### config.mk
export PLATFORM = sky130hd
export DESIGN_NAME = pixel_cfg_sclk_seq_flat
export DESIGN_NICKNAME = d
export VERILOG_FILES = /design/src/rtl/pixel_cfg_pkg.sv /design/src/rtl/pixel_cfg_sclk_seq_if.sv /design/src/rtl/pixel_cfg_phase_cnt.sv /design/src/rtl/pixel_cfg_sclk_seq.sv /design/src/flat_wrapper.sv
export SDC_FILE = /design/constraint.sdc
export NUM_CORES = 1
export LEC_CHECK = 0
export ABC_CLOCK_PERIOD_IN_PS = 3100
export CAP_MARGIN = 20
export CORE_MARGIN = 2
export CORE_UTILIZATION = 55
export DETAILED_ROUTE_END_ITERATION = 10
export PLACE_DENSITY = 0.91
export RECOVER_POWER = 100
export SETUP_SLACK_MARGIN = 0.02
export SYNTH_ARGS = -nofsm -noshare
export SYNTH_HDL_FRONTEND = slang
export SYNTH_SLANG_ARGS = --single-unit
### constraint.sdc
create_clock -name clkin -period 3.1 [get_ports clkin]
set_input_delay 0.465 -clock clkin [delete_from_list [all_inputs] [get_ports clkin]]
set_output_delay 0.465 -clock clkin [all_outputs]
set_load 0.01 [all_outputs]
### src/rtl/pixel_cfg_pkg.sv
// Shared types and constants for the pixel-configuration serial clock sequencer.
package pixel_cfg_pkg;

    localparam int unsigned DEF_DIV_W = 8;
    localparam int unsigned DEF_CNT_W = 16;
    localparam int unsigned DIV_MIN   = 2;

    typedef enum logic [2:0] {
        IDLE,
        LOW,
        HIGH,
        LOAD,
        DONE
    } state_e;

endpackage

### src/rtl/pixel_cfg_sclk_seq_if.sv
// Control/status bundle between the config register bank, the sequencer and the shift logic.
interface pixel_cfg_sclk_seq_if #(
    parameter int unsigned DIV_W = pixel_cfg_pkg::DEF_DIV_W,
    parameter int unsigned CNT_W = pixel_cfg_pkg::DEF_CNT_W
);
    logic             start;
    logic             abort;
    logic [DIV_W-1:0] div;
    logic [CNT_W-1:0] nbits;
    logic             busy;
    logic             sclk;
    logic             sclk_rise;
    logic             sclk_fall;
    logic             bit_adv;
    logic             load;
    logic             done;
    logic [CNT_W-1:0] bits_sent;

    modport master (
        output start, abort, div, nbits,
        input  busy, sclk, sclk_rise, sclk_fall, bit_adv, load, done, bits_sent
    );

    modport slave (
        input  start, abort, div, nbits,
        output busy, sclk, sclk_rise, sclk_fall, bit_adv, load, done, bits_sent
    );
endinterface

### src/rtl/pixel_cfg_phase_cnt.sv
// Loadable down-counter timing one phase; tc_c flags the last cycle of the loaded length.
module pixel_cfg_phase_cnt #(
    parameter int unsigned W = pixel_cfg_pkg::DEF_DIV_W
) (
    input  logic         clkin,
    input  logic         rst,
    input  logic         load,
    input  logic [W-1:0] load_val,
    output logic         tc_c
);
    logic [W-1:0] cnt_q;

    always_ff @(posedge clkin) begin
        if (rst) begin
            cnt_q <= '0;
        end else if (load) begin
            cnt_q <= load_val;
        end else if (cnt_q != '0) begin
            cnt_q <= cnt_q - W'(1);
        end
    end

    assign tc_c = (cnt_q == W'(1));
endmodule

### src/rtl/pixel_cfg_sclk_seq.sv
// Programmable sclk divider that emits gated bursts of N pulses, then a load strobe and done.
module pixel_cfg_sclk_seq
    import pixel_cfg_pkg::*;
#(
    parameter int unsigned DIV_W = DEF_DIV_W,
    parameter int unsigned CNT_W = DEF_CNT_W
) (
    input  logic                 clkin,
    input  logic                 rst,
    pixel_cfg_sclk_seq_if.slave  bus
);
    state_e           state_q, state_d;
    logic [DIV_W-1:0] d_q, d_in;
    logic [CNT_W-1:0] rem_q;
    logic [CNT_W-1:0] bits_q;
    logic             ph_load;
    logic [DIV_W-1:0] ph_val;
    logic             ph_tc_c;
    logic             accept_c;
    logic busy_q, sclk_q, rise_q, fall_q, adv_q, load_q, done_q;

    // LOW gets the odd cycle of an odd ratio.
    function automatic logic [DIV_W-1:0] lo_len(input logic [DIV_W-1:0] d);
        return (d >> 1) + DIV_W'(d[0]);
    endfunction

    function automatic logic [DIV_W-1:0] hi_len(input logic [DIV_W-1:0] d);
        return d >> 1;
    endfunction

    assign d_in     = (bus.div < DIV_W'(DIV_MIN)) ? DIV_W'(DIV_MIN) : bus.div;
    assign accept_c = (state_q == IDLE) && bus.start && !bus.abort;

    pixel_cfg_phase_cnt #(.W(DIV_W)) u_phase (
        .clkin    (clkin),
        .rst      (rst),
        .load     (ph_load),
        .load_val (ph_val),
        .tc_c     (ph_tc_c)
    );

    // Next state and phase-counter reload on every entry into a timed state.
    always_comb begin
        state_d = state_q;
        ph_load = 1'b0;
        ph_val  = '0;
        if (bus.abort) begin
            state_d = IDLE;
        end else begin
            case (state_q)
                IDLE: if (bus.start) begin
                    if (bus.nbits != '0) begin
                        state_d = LOW;
                        ph_load = 1'b1;
                        ph_val  = lo_len(d_in);
                    end else begin
                        state_d = DONE;
                    end
                end
                LOW: if (ph_tc_c) begin
                    state_d = HIGH;
                    ph_load = 1'b1;
                    ph_val  = hi_len(d_q);
                end
                HIGH: if (ph_tc_c) begin
                    ph_load = 1'b1;
                    if (rem_q == CNT_W'(1)) begin
                        state_d = LOAD;
                        ph_val  = d_q;
                    end else begin
                        state_d = LOW;
                        ph_val  = lo_len(d_q);
                    end
                end
                LOAD: if (ph_tc_c) state_d = DONE;
                DONE: state_d = IDLE;
                default: state_d = IDLE;
            endcase
        end
    end

    // State, burst bookkeeping and registered output decode of the next state.
    always_ff @(posedge clkin) begin
        if (rst) begin
            state_q <= IDLE;
            d_q     <= DIV_W'(DIV_MIN);
            rem_q   <= '0;
            bits_q  <= '0;
            busy_q  <= 1'b0;
            sclk_q  <= 1'b0;
            rise_q  <= 1'b0;
            fall_q  <= 1'b0;
            adv_q   <= 1'b0;
            load_q  <= 1'b0;
            done_q  <= 1'b0;
        end else begin
            state_q <= state_d;
            if (accept_c) begin
                d_q    <= d_in;
                rem_q  <= bus.nbits;
                bits_q <= '0;
            end else begin
                if (state_q == HIGH && state_d == LOW) rem_q <= rem_q - CNT_W'(1);
                if (state_q != HIGH && state_d == HIGH) bits_q <= bits_q + CNT_W'(1);
            end
            busy_q <= (state_d inside {LOW, HIGH, LOAD});
            sclk_q <= (state_d == HIGH);
            rise_q <= (state_q != HIGH) && (state_d == HIGH);
            fall_q <= (state_q == HIGH) && (state_d inside {LOW, LOAD});
            adv_q  <= (state_q == HIGH) && (state_d == LOW);
            load_q <= (state_d == LOAD);
            done_q <= (state_d == DONE);
        end
    end

    assign bus.busy      = busy_q;
    assign bus.sclk      = sclk_q;
    assign bus.sclk_rise = rise_q;
    assign bus.sclk_fall = fall_q;
    assign bus.bit_adv   = adv_q;
    assign bus.load      = load_q;
    assign bus.done      = done_q;
    assign bus.bits_sent = bits_q;
endmodule

### src/flat_wrapper.sv
// flat-port wrapper written by rule: the top's interface ports become plain ports
module pixel_cfg_sclk_seq_flat import pixel_cfg_pkg::*;
#(
    parameter int unsigned DIV_W = DEF_DIV_W,
    parameter int unsigned CNT_W = DEF_CNT_W
)
  (clkin, rst, bus_start, bus_abort, bus_div, bus_nbits, bus_busy, bus_sclk, bus_sclk_rise, bus_sclk_fall, bus_bit_adv, bus_load, bus_done, bus_bits_sent);
  pixel_cfg_sclk_seq_if #(.DIV_W(DIV_W), .CNT_W(CNT_W)) bus_i ();
  input  logic clkin;
  input  logic rst;
  input wire logic [$bits(bus_i.start)-1:0] bus_start;
  input wire logic [$bits(bus_i.abort)-1:0] bus_abort;
  input wire logic [$bits(bus_i.div)-1:0] bus_div;
  input wire logic [$bits(bus_i.nbits)-1:0] bus_nbits;
  output wire logic [$bits(bus_i.busy)-1:0] bus_busy;
  output wire logic [$bits(bus_i.sclk)-1:0] bus_sclk;
  output wire logic [$bits(bus_i.sclk_rise)-1:0] bus_sclk_rise;
  output wire logic [$bits(bus_i.sclk_fall)-1:0] bus_sclk_fall;
  output wire logic [$bits(bus_i.bit_adv)-1:0] bus_bit_adv;
  output wire logic [$bits(bus_i.load)-1:0] bus_load;
  output wire logic [$bits(bus_i.done)-1:0] bus_done;
  output wire logic [$bits(bus_i.bits_sent)-1:0] bus_bits_sent;
  assign bus_i.start = bus_start;
  assign bus_i.abort = bus_abort;
  assign bus_i.div = bus_div;
  assign bus_i.nbits = bus_nbits;
  assign bus_busy = bus_i.busy;
  assign bus_sclk = bus_i.sclk;
  assign bus_sclk_rise = bus_i.sclk_rise;
  assign bus_sclk_fall = bus_i.sclk_fall;
  assign bus_bit_adv = bus_i.bit_adv;
  assign bus_load = bus_i.load;
  assign bus_done = bus_i.done;
  assign bus_bits_sent = bus_i.bits_sent;
  pixel_cfg_sclk_seq #(.DIV_W(DIV_W), .CNT_W(CNT_W)) u_core (.clkin(clkin), .rst(rst), .bus(bus_i));
endmodule
==> summary.txt <==
CP max stage delay -> 740 ps
Total core area -> 5920 um^2
Pwr dens -> 540 nW/um^2
Routed vias/inst -> 6.25
Clock Path Buffers -> 2
Fin Clk Skew -> 8.57 ps
Nets -> 505
DR pass1 iterations -> 5
Post-CTS Setup Bufs -> 0
Die area -> 6770 um^2
Clock slew at reported path FFs -> 70 ps
WP data arrival -> 2980 ps
Fin worst setup slack -> 366 ps
Leak pwr -> 1.53 nW
Final Hold Viols -> 0
Fmax -> 0.366 GHz
DRT antenna net count -> 0
# H-tree levels -> 3
Clock Sinks -> 58
DRC errors left -> 0
Mapped Cells -> 420
GRT Total Usage -> 27.5%
Final setup vio count -> 0
Die W -> 82.3 um
Ys Warns -> 0
Layout Area Growth over Synthesis -> 22.9%
Antenna cell count -> 0
Crit path max fanout -> 16
Post-CTS Hold Buffers -> 0
Post-DR wirelength/cell -> 15.6 um
Synth cell types -> 56
EDFF count, synth -> 0
Starting density of the core -> 56.9%
Hold Path Class -> register to register
Slew margin rel. -> 37.9%
Worst path slowest cell -> o21ai_1
Clock root buffer -> clkbuf_8
Setup TNS -> 0 ps
IO Count -> 51
Syn Area/Cell -> 8.03 um^2
Number of cell rows -> 28
CP Cell Sequence -> dlygate4sd3_1 -> or4b_1 -> or2_0 -> o21ai_1 -> a21oi_1 -> a311oi_1
Layout fillers -> 442
Number of buffers created by CTS -> 9
Async S/R FF share, synth -> 0%
Syn_nets -> 457
Crit start category -> input pin
Outcome -> completed
Register area share after synthesis -> 34.4%
Vias in the first global route -> 3080
Final core utilization -> 70.0%
Pre-CTS setup slack -> 387 ps
First-pass GRT wire length -> 14300 um
Max-slew violations -> 0
Synth Cell Area -> 3370 um^2
Initial antenna violation count -> 0
RSZ-0062 raised after global routing -> false
Tmin final -> 2730 ps
Period utilization -> 88.2%
Post-DP HPWL -> 6150 um
Starting DRT DRC Count -> 243
Yosys reg bits -> 58
Hold Slack -> 475 ps
Crit path max-delay family -> compound AO/OA/AOI/OAI gates
MaxCap Viol Count -> 0
Vias -> 3423
CTS resizes -> 0
Worst path required time -> 3350 ps
IO buf count -> 50
Largest net degree at the start of global routing -> 31
Ratio of cells with drive above 1 in the final layout -> 6.98%
Peak VDD IR -> 0.000380 V
Height of the chip -> 82.3 um
Predominant post-synthesis flop cell -> dfxtp_1
Worst Max-Slew Pin Slew -> 925 ps
Clk_lat worst skew -> 350 ps
Drt total wl -> 8560 um
Crit end category -> register
CP Buf/Inv Count -> 1
Crit path kind -> input pin to register
CTS tree -> done
GRT Residual Overflow -> 0
Final GP Congestion -> 0.924
[state kept, by name, summed over array words and instances (netlist names)]
signal,cells
u_core.bus.bits_sent,16
u_core.rem_q,16
u_core.d_q,8
u_core.u_phase.cnt_q,8
u_core.state_q,3
u_core.bus.bit_adv,1
u_core.bus.busy,1
u_core.bus.done,1
u_core.bus.load,1
u_core.bus.sclk,1
u_core.bus.sclk_fall,1
u_core.bus.sclk_rise,1
[cell families after synthesis]
kind of cell | after synthesis | share of synthesized area, %
and+or+nand+nor | 201 | 32.6
AOI/OAI and AO/OA | 79 | 15.3
DFF | 58 | 34.4
buffers and inverters | 35 | 4.23
xor gates and xnor gates | 33 | 8.57
adders and majority gates | 9 | 3.34
muxes | 5 | 1.60
[path summary, 6_finish.rpt]
path,startpoint,to,slack (ps),cells past startpoint
max,bus_start,u_core.u_phase.cnt_q[4],370,6
min,u_core.d_q[0],u_core.d_q[0],470,2
max reg2reg,u_core.state_q[1],u_core.u_phase.cnt_q[4],540,5
min reg2reg,u_core.d_q[0],u_core.d_q[0],470,2
[cells in the final DEF, fill, tap and decap left out, types with 8 or more instances in the layout]
| cell type | synthesis | routed |
|---|---|---|
| dfxtp_1 | 58 | 58 |
| nor2_1 | 43 | 43 |
| nand2_1 | 38 | 38 |
| clkdlybuf4s50_1 | 0 | 26 |
| dlygate4sd3_1 | 0 | 24 |
| xnor2_1 | 23 | 23 |
| nand3_1 | 21 | 22 |
| o21ai_0 | 19 | 19 |
| a21oi_1 | 19 | 19 |
| nor3_1 | 17 | 17 |
| nor4_1 | 17 | 17 |
| inv_1 | 15 | 15 |
| nand4_1 | 10 | 10 |
| xor2_1 | 10 | 10 |
| ha_1 | 9 | 9 |
| clkbuf_8 | 0 | 9 |
| or3_1 | 8 | 8 |
| a211oi_1 | 8 | 8 |
[report_power, final]
group	switching, mW	internal (mW)	total (mW)
Sequential	0.0885	0.806	0.895
Clock	0.323	0.458	0.782
Combinational	0.303	0.260	0.563
[final cells by class]
class | count | area (um^2) | area share [%]
clock buffers | 9 | 124 | 2.99
clock inverters | 7 | 101 | 2.45
inverters | 15 | 56.3 | 1.36
multi-input cells | 327 | 2060 | 49.7
flip-flops and latches | 58 | 1160 | 28.0
well taps | 75 | 93.8 | 2.26
repair buffers | 57 | 549 | 13.3
[tightest hold or removal path, delay by kind of cell, from the launching register on]
| family | cells | cell delay, ps |
|---|---|---|
| AND/OR/NAND/NOR | 1 | 60 |
| flip-flops | 1 | 330 |
| AO/OA/AOI/OAI | 1 | 50 |
[through the flow]
step                std cells  power [mW]  area [um^2]
floorplan                 420        1.32         3370
global placement          532        1.44         3930
detailed placement        532        1.47         3930
CTS                       548        2.25         4160
global route              548        2.36         4140
finish                    548        2.24         4140
[synthesized netlist by cell type (all sizes together) (12+ instances only)]
library cell  count  area share, %
nor4             20            4.5
nand2            38            4.2
nor2             43            4.8
nor3             17            2.5
nand3            22            3.4
a21oi            19            2.8
clkbuf           12            1.3
dfxtp            58             34
xnor2            23            6.0
o21ai            21            3.2
inv              15            1.7
[layer usage]
| metal | routed length [um] | GRT usage [%] |
|---|---|---|
| met5 | 0 | 0 |
| met4 | 197 | 12.5 |
| met3 | 630 | 6.20 |
| met2 | 4080 | 45.0 |
| met1 | 3640 | 34.6 |
Power figures use the tool's default switching activity.
